**src/rtl/uart_rx.sv**
```systemverilog
// 8N1 UART receiver: 2-flop synchronizer, mid-bit sampling, framing-error detection.
// Define UART_RX_MAJORITY_EN for 2-of-3 majority sampling (decisions land 2 cycles later).
module uart_rx #(
  parameter int unsigned SCYCLE   = 50_000_000,
  parameter int unsigned BAUDRATE = 9600
) (
  input  logic       CLK,
  input  logic       RESET,
  input  logic       RX,
  output logic [7:0] RXDATA,
  output logic       RXDONE,
  output logic       RXBUSY,
  output logic       RXERR
);

  localparam int unsigned BITCYC = SCYCLE / BAUDRATE;
  localparam int unsigned HALF   = BITCYC / 2;
  localparam int unsigned CW     = (BITCYC > 1) ? $clog2(BITCYC) : 1;
`ifdef UART_RX_MAJORITY_EN
  localparam int unsigned DLY    = 2;
`else
  localparam int unsigned DLY    = 0;
`endif
  localparam logic [CW-1:0] START_CNT = CW'(HALF - 1 + DLY);
  localparam logic [CW-1:0] BIT_CNT   = CW'(BITCYC - 1);

  localparam logic [2:0] S_IDLE   = 3'd0;
  localparam logic [2:0] S_START  = 3'd1;
  localparam logic [2:0] S_DATA   = 3'd2;
  localparam logic [2:0] S_STOP   = 3'd3;
  localparam logic [2:0] S_WAITHI = 3'd4;

  logic          sync1_q, rxs_q, rxs_d1_q;
  logic [2:0]    state_q, state_d;
  logic [CW-1:0] cnt_q, cnt_d;
  logic [2:0]    bit_q, bit_d;
  logic [7:0]    shift_q, shift_d;
  logic [7:0]    data_q, data_d;
  logic          done_q, done_d;
  logic          err_q, err_d;
  logic          busy_q;
  logic          samp;

`ifdef UART_RX_MAJORITY_EN
  logic rxs_d2_q;

  // Majority over the nominal sample cycle and the two cycles after it
  always_comb begin
    samp = (rxs_q & rxs_d1_q) | (rxs_q & rxs_d2_q) | (rxs_d1_q & rxs_d2_q);
  end

  always_ff @(posedge CLK) begin
    if (RESET) rxs_d2_q <= 1'b1;
    else       rxs_d2_q <= rxs_d1_q;
  end
`else
  always_comb begin
    samp = rxs_q;
  end
`endif

  // Synchronizer plus one cycle of history for falling-edge detection
  always_ff @(posedge CLK) begin
    if (RESET) begin
      sync1_q  <= 1'b1;
      rxs_q    <= 1'b1;
      rxs_d1_q <= 1'b1;
    end else begin
      sync1_q  <= RX;
      rxs_q    <= sync1_q;
      rxs_d1_q <= rxs_q;
    end
  end

  always_ff @(posedge CLK) begin
    if (RESET) begin
      state_q <= S_IDLE;
      cnt_q   <= '0;
      bit_q   <= '0;
      shift_q <= '0;
      data_q  <= '0;
      done_q  <= 1'b0;
      err_q   <= 1'b0;
      busy_q  <= 1'b0;
    end else begin
      state_q <= state_d;
      cnt_q   <= cnt_d;
      bit_q   <= bit_d;
      shift_q <= shift_d;
      data_q  <= data_d;
      done_q  <= done_d;
      err_q   <= err_d;
      busy_q  <= (state_d != S_IDLE);
    end
  end

  always_comb begin
    state_d = state_q;
    cnt_d   = cnt_q + CW'(1);
    bit_d   = bit_q;
    shift_d = shift_q;
    data_d  = data_q;
    done_d  = 1'b0;
    err_d   = 1'b0;
    case (state_q)
      S_IDLE: begin
        cnt_d = '0;
        if (!rxs_q && rxs_d1_q) begin
          state_d = S_START;
          bit_d   = '0;
        end
      end
      S_START: begin
        if (cnt_q == START_CNT) begin
          cnt_d   = '0;
          state_d = samp ? S_IDLE : S_DATA;
        end
      end
      S_DATA: begin
        if (cnt_q == BIT_CNT) begin
          cnt_d   = '0;
          shift_d = {samp, shift_q[7:1]};
          bit_d   = bit_q + 3'd1;
          if (bit_q == 3'd7) state_d = S_STOP;
        end
      end
      S_STOP: begin
        if (cnt_q == BIT_CNT) begin
          cnt_d = '0;
          if (samp) begin
            data_d  = shift_q;
            done_d  = 1'b1;
            state_d = S_IDLE;
          end else begin
            err_d   = 1'b1;
            state_d = S_WAITHI;
          end
        end
      end
      S_WAITHI: begin
        cnt_d = '0;
        if (rxs_q) state_d = S_IDLE;
      end
      default: begin
        cnt_d   = '0;
        state_d = S_IDLE;
      end
    endcase
  end

  assign RXDATA = data_q;
  assign RXDONE = done_q;
  assign RXERR  = err_q;
  assign RXBUSY = busy_q;

endmodule

```
**config.mk**
```make
export PLATFORM = sky130hd
export DESIGN_NAME = uart_rx
export DESIGN_NICKNAME = d
export VERILOG_FILES = /design/src/rtl/uart_rx.sv
export SDC_FILE = /design/constraint.sdc
export NUM_CORES = 1
export LEC_CHECK = 0
export CELL_PAD_IN_SITES_DETAIL_PLACEMENT = 1
export CELL_PAD_IN_SITES_GLOBAL_PLACEMENT = 2
export CORE_MARGIN = 2
export CORE_UTILIZATION = 31
export DETAILED_ROUTE_END_ITERATION = 12
export GPL_ROUTABILITY_DRIVEN = 0
export PLACE_DENSITY = 0.72
export SYNTH_ARGS = -nofsm -noshare
export SYNTH_HDL_FRONTEND = slang
export SYNTH_SLANG_ARGS = --single-unit
```
**constraint.sdc**
```tcl
create_clock -name CLK -period 1.84 [get_ports CLK]
set_input_delay 0.368 -clock CLK [delete_from_list [all_inputs] [get_ports CLK]]
set_output_delay 0.368 -clock CLK [all_outputs]
set_load 0.1 [all_outputs]
```
; ---- Yosys cells after proc, flatten, opt, wreduce, memory -nomap -nowiden
; Cells that the tools add are included.
[op_classes]
add_sub_neg = 2
n_mul = 0
div = 0
order_cmp = 0
n_eq_ne = 9
n_shift = 0
muxes = 17
n_bitwise = 2
n_reduce_logical = 10
[op_table]
columns = operator, n
row1 = $mux 3, 9
row2 = $mux 13, 2
row3 = $pmux 13 s2, 1
row4 = $pmux 3 s5, 1
row5 = $add 13x1->13 const B, 1
row6 = $eq 13x12->1 const B, 1
row7 = $eq 13x13->1 const B, 1
row8 = $eq 3x2->1 const B, 2
row9 = $eq 3x3->1 const B, 2
row10 = $pmux 3 s2, 1
row11 = $reduce_and 3->1, 2
row12 = $ne 2x2->1 const B, 2
row13 = $add 3x1->3 const B, 1
row14 = $eq 3x1->1 const B, 1
row15 = $logic_not 3->1, 1
row16 = $reduce_bool 3->1, 1
row17 = $reduce_or 3->1, 1
row18 = $mux 1, 2
row19 = $mux 2, 1
row20 = $not 1->1, 2
row21 = $reduce_and 2->1, 1
row22 = $reduce_bool 2->1, 1
row23 = $reduce_or 2->1, 1
row24 = $logic_and 1x1->1, 1
row25 = $logic_not 1->1, 1
[word_totals]
ff_bits = 41
latch_bits = 0
ramBits = 0
romBits = 0
word_cells = 51
memories = 0

; ---- Logic depth before layout (Yosys ltp)
[depth]
ltp_word = 5
ltp_mapped = 7

; ---- Worst setup path before layout
; OpenSTA, ideal clock, no wires.
[synth_timing]
path_kind = register -> register
start = register cnt_q[0]
end = register busy_q (netlist: RXBUSY)
setup_ns = 0.129
arrival_time_ns = 1.602
setup_slack_ns = 0.110
path_stages_with_launch = 8
synth_period_minus_slack_ns = 1.730
cell_sequence = dfxtp_1 ha_1 and4bb_2 and3_4 and2_4 buf_6 a221oi_2 a31oi_1
[synth_via]
elab_chain_len = 4
elab_cells_between_ends = 7
[synth_rtl]
columns = item, line
row1 = start: declaration, 35  ; logic [CW-1:0] cnt_q, cnt_d;
row2 = start signal: assignment, 87  ; cnt_q <= cnt_d;
row3 = $eq 13x13->1 or $eq 13x12->1 (tied branches), "120, 128, 114"
row4 = "$mux 3, on equally long branches", "128, 114, 120"
row5 = $pmux 3 s5 (*), 105  ; case (state_q)
row6 = $reduce_bool 3->1 (*), 93  ; busy_q <= (state_d != S_IDLE);
row7 = end signal: assignment, 93
row8 = end: declaration, 41  ; logic busy_q;
; Every way passes the cells marked *; elsewhere a longest branch is shown, timed or not.
; A chain may end at the register's enable or synchronous reset.

; ---- Final worst setup path
[layout_timing]
start = register cnt_q[0]
end = register data_q[7] (netlist: RXDATA[7])
[layout_via]
elab_chain_len = 2
[layout_rtl]
columns = item, line
row1 = $eq 13x13->1, 128  ; if (cnt_q == BIT_CNT) begin
row2 = $reduce_and 3->1 (no source line), --
row3 = end signal: assignment, 90  ; data_q <= data_d;
row4 = end: declaration, 38  ; logic [7:0] data_q, data_d;
; No other way between the ends.

==> metrics.md <==
| Metric | Value |
|---|---|
| Hold Crit Class | `reg -> reg` |
| Number of buffers added to fix hold violations after cts | `0` |
| Deepest level of the CTS H-tree | `2` |
| Core Area | `0.00514 mm^2` |
| Total number of clock tree sinks | `between 40 and 50` |
| Post-synthesis instance total | `roughly 180` |
| Violation count after the first detailed-routing iteration | `38` |
| Number of filler cells placed in the layout | `635` |
| Total setup buffers inserted after CTS | `0` |
| Grt ovf | `0` |
| Synth cell types | `34` |
| CP peak stage delay | `0.40 ns` |
| Startpoint-to-endpoint class of the critical path | `reg -> reg` |
| Die boundary height | `77.4 um` |
| Period Utilization, post-route | `93.9%` |
| TritonCTS clock tree | `built` |
| Number of antenna violations at the first check in global routing | `0` |
| Share of the yosys chip area belonging to registers | `49.1%` |
| Area added between synthesis and finish | `23.9%` |
| Wire length per cell | `about 14 um` |
| Total number of yosys warnings | `0` |
| Power Density | `~730 mW/mm^2` |
| Critical Path Start Type | `flop` |
| Via count | `1333` |
| Relative slew slack | `73.3%` |
| CP max FO | `8` |
| Depth of the worst hold-timing path | `1` |
| Vias in the first global route | `~1400` |
| Buffer depth of the longest clock path | `2` |
| Max stage delay cell, worst path | `dfxtp_1` |
| Post-synthesis share of cell area spent on and, or, nand and nor gates | `28.2%` |
| Largest net degree at the start of global routing | `22` |
| Timing-limited maximum frequency | `between 500 and 600 MHz` |
| Global-route total usage across every layer | `13.3%` |
| CP required | `2.02 ns` |
| Layout cells sized above 1 | `17.2%` |
| Mux share of post-synthesis cell area | `~5.4%` |
| Residual antenna-violating net count after detailed routing | `0` |
| Number of violations of the max-capacitance limit | `0` |
| Result of the run | `completed` |
| Fin worst setup slack | `0.113 ns` |
| Initial core utilization | `32.5%` |
| Worst IR drop on VDD | `0.316 mV` |
| PortBufs | `13` |
| Final-stage net count | `209` |
| Combinational family with the most area after synthesis | `simple AND/OR/NAND/NOR gates` |
| Area share of fa/ha/maj cells after synthesis | `between 2 and 2.5%` |
| Slew Limit Fails | `0` |
| Clock root buffer | `clkbuf_8` |
| Post-route worst hold slack | `0.410 ns` |
| Final setup viols | `0` |
| P_leak | `0.822 nW` |
| DRT Pass-1 Iters | `4` |
| Register cell area after layout | `between 800 and 900 um^2` |
| Total count of hold-check failures in the final report | `0` |
| Wire length after detailed routing | `3770 um` |
| FP Rows | `26` |
| Area enclosed by the die boundary | `between 0.005 and 0.006 mm^2` |
| CTS buffer count | `5` |
| Share of the synthesized netlist area taken by xor and xnor gates | `5.76%` |
| Clk_lat worst skew | `0.29 ns` |
| DR DRC count | `0` |
| Minimum clock period after layout | `1.73 ns` |
| Pre-CTS setup slack | `0.115 ns` |
| Ordered list of cells on the worst path | `ha_1 -> and4bb_2 -> and2_1 -> nand3_2 -> mux2i_1 -> nor2_1` |
| Crit path DAT | `1.91 ns` |
| Syn_area_per_cell | `9.08 um^2` |
| Worst clock skew | `0.00789 ns` |
| Net count after synthesis | `190` |
| Detailed-route vias per instance | `between 4 and 5` |
| Kind of end point of the critical path | `flop` |
| Antenna Cells | `0` |
| Top-level port count | `14` |
| X dimension of the die | `roughly 77 um` |
| Actual slew at the worst max-slew pin | `0.395 ns` |
| Total Power | `1.52 mW` |
| Depth of the worst register-to-register path | `6` |
| Flop2flop setup slack | `0.11 ns` |
| Register bit count reported by yosys | `41` |
| Cell area after synthesis | `0.00167 mm^2` |
| Detailed placement HPWL | `2820 um` |
| Area of the multi-input gates | `812 um^2` |
| First-pass GRT wire length | `6410 um` |
| Clock transition at the register clock pins on the worst setup and hold paths after CTS | `0.08 ns` |
| Synthesized-area fraction occupied by ao, oa, aoi and oai cells | `roughly 6.4%` |
-- kinds of logic (layout without fill, tap and decap cells) --
logic type,after synthesis,in the layout
flip-flops,41,41
multiplexers,9,9
adder cells (fa/ha/maj),3,3
buffers and inverters,10,30
AND/OR/NAND/NOR,93,93
AO/OA/AOI/OAI,17,17
XOR/XNOR,11,11
-- critical path, delay by kind of cell, from the launching register on --
kind / cells / cell delay, ns
AND/OR/NAND/NOR: 4 / 0.76
flip-flops: 1 / 0.40
multiplexers: 1 / 0.25
adder cells (fa/ha/maj): 1 / 0.21
-- stage by stage --
stage	instance area [um^2]	instances	utilization [%]	TNS [ns]
final	2070	274	40.3	0
after global routing	2070	274	40.3	-0.0444
after CTS	2060	274	40.1	0
after detailed placement	1980	266	38.5	0
after global placement	1980	266	38.5	0
after floorplan	1670	184	-	0
-- power breakdown --
part           internal, mW  switching (mW)
Clock                 0.263           0.306
Combinational        0.0190          0.0299
Sequential            0.892         0.00571
-- worst paths after layout --
path	from	to
max	cnt_q[0]	RXDATA[7]
max reg2reg	cnt_q[0]	RXDATA[7]
min	sync1_q	rxs_q
min reg2reg	sync1_q	rxs_q
-- cells in the final DEF, fill, tap and decap left out, drive strengths merged --
cell / Yosys / final
clkbuf: 3 / 6
nor4b: 1 / 1
a32oi: 1 / 1
a21o: 1 / 1
xnor2: 3 / 3
clkdlybuf4s50: 0 / 2
buf: 3 / 16
or2: 4 / 4
nor2: 30 / 30
nand2: 26 / 26
mux2i: 9 / 9
clkinv: 0 / 2
nand4: 2 / 2
a311o: 1 / 1
and2: 2 / 2
nor4bb: 2 / 2
xor2: 8 / 8
nor2b: 1 / 1
o21ai: 2 / 2
nand2b: 1 / 1
inv: 4 / 4
nand3: 10 / 10
a31oi: 1 / 1
and4: 2 / 2
nor3: 3 / 3
ha: 3 / 3
and3: 6 / 6
dfxtp: 41 / 41
and4bb: 3 / 3
a221oi: 1 / 1
a21oi: 10 / 10
-- layout make-up --
type                    instances  share of cell area [%]
repair buffers                 18                    12.2
clock inverters                 2                   0.483
well taps                      70                    4.23
flip-flops and latches         41                    39.6
clock buffers                   6                    3.50
inverters                       4                   0.725
multi-input cells             133                    39.2
-- Yosys cell counts (all sizes together) --
library cell / instances / area [um^2]
dfxtp: 41 / 821
nor2: 30 / 113
nand2: 26 / 97.6
a21oi: 10 / 50.1
nand3: 10 / 55.1
mux2i: 9 / 90.1
xor2: 8 / 70.1
and3: 6 / 42.5
inv: 4 / 15.0
or2: 4 / 25.0
and4bb: 3 / 37.5
buf: 3 / 21.3
clkbuf: 3 / 11.3
ha: 3 / 37.5
nor3: 3 / 15.0
xnor2: 3 / 26.3
and2: 2 / 15.0
and4: 2 / 17.5
nand4: 2 / 12.5
nor4bb: 2 / 20.0
o21ai: 2 / 10.0
a21o: 1 / 7.51
a221oi: 1 / 15.0
a311o: 1 / 10.0
a31oi: 1 / 6.26
a32oi: 1 / 8.76
nand2b: 1 / 6.26
nor2b: 1 / 6.26
nor4b: 1 / 8.76
-- state kept, by name (all words and copies together) (netlist names), 3 cells and up --
signal   count
state_q      3
bit_q        3
shift_q      8
RXDATA       8
cnt_q       13
-- what timing repair did --
action / 4_1_cts / 5_1_grt
resized for setup: 0 / 3
endpoints found under the hold margin: 0 / 0
endpoints found under the setup margin: 0 / 11
-- routing by layer --
metal	vias to the layer above	track usage, %	part of all wire (%)
met1	652	14.9	45
li1	665	-	-
met4	0	4.82	1.1
met5	-	0	0
met2	12	24.0	51
met3	4	3.84	2.7
(Power assumes the default switching activity.)
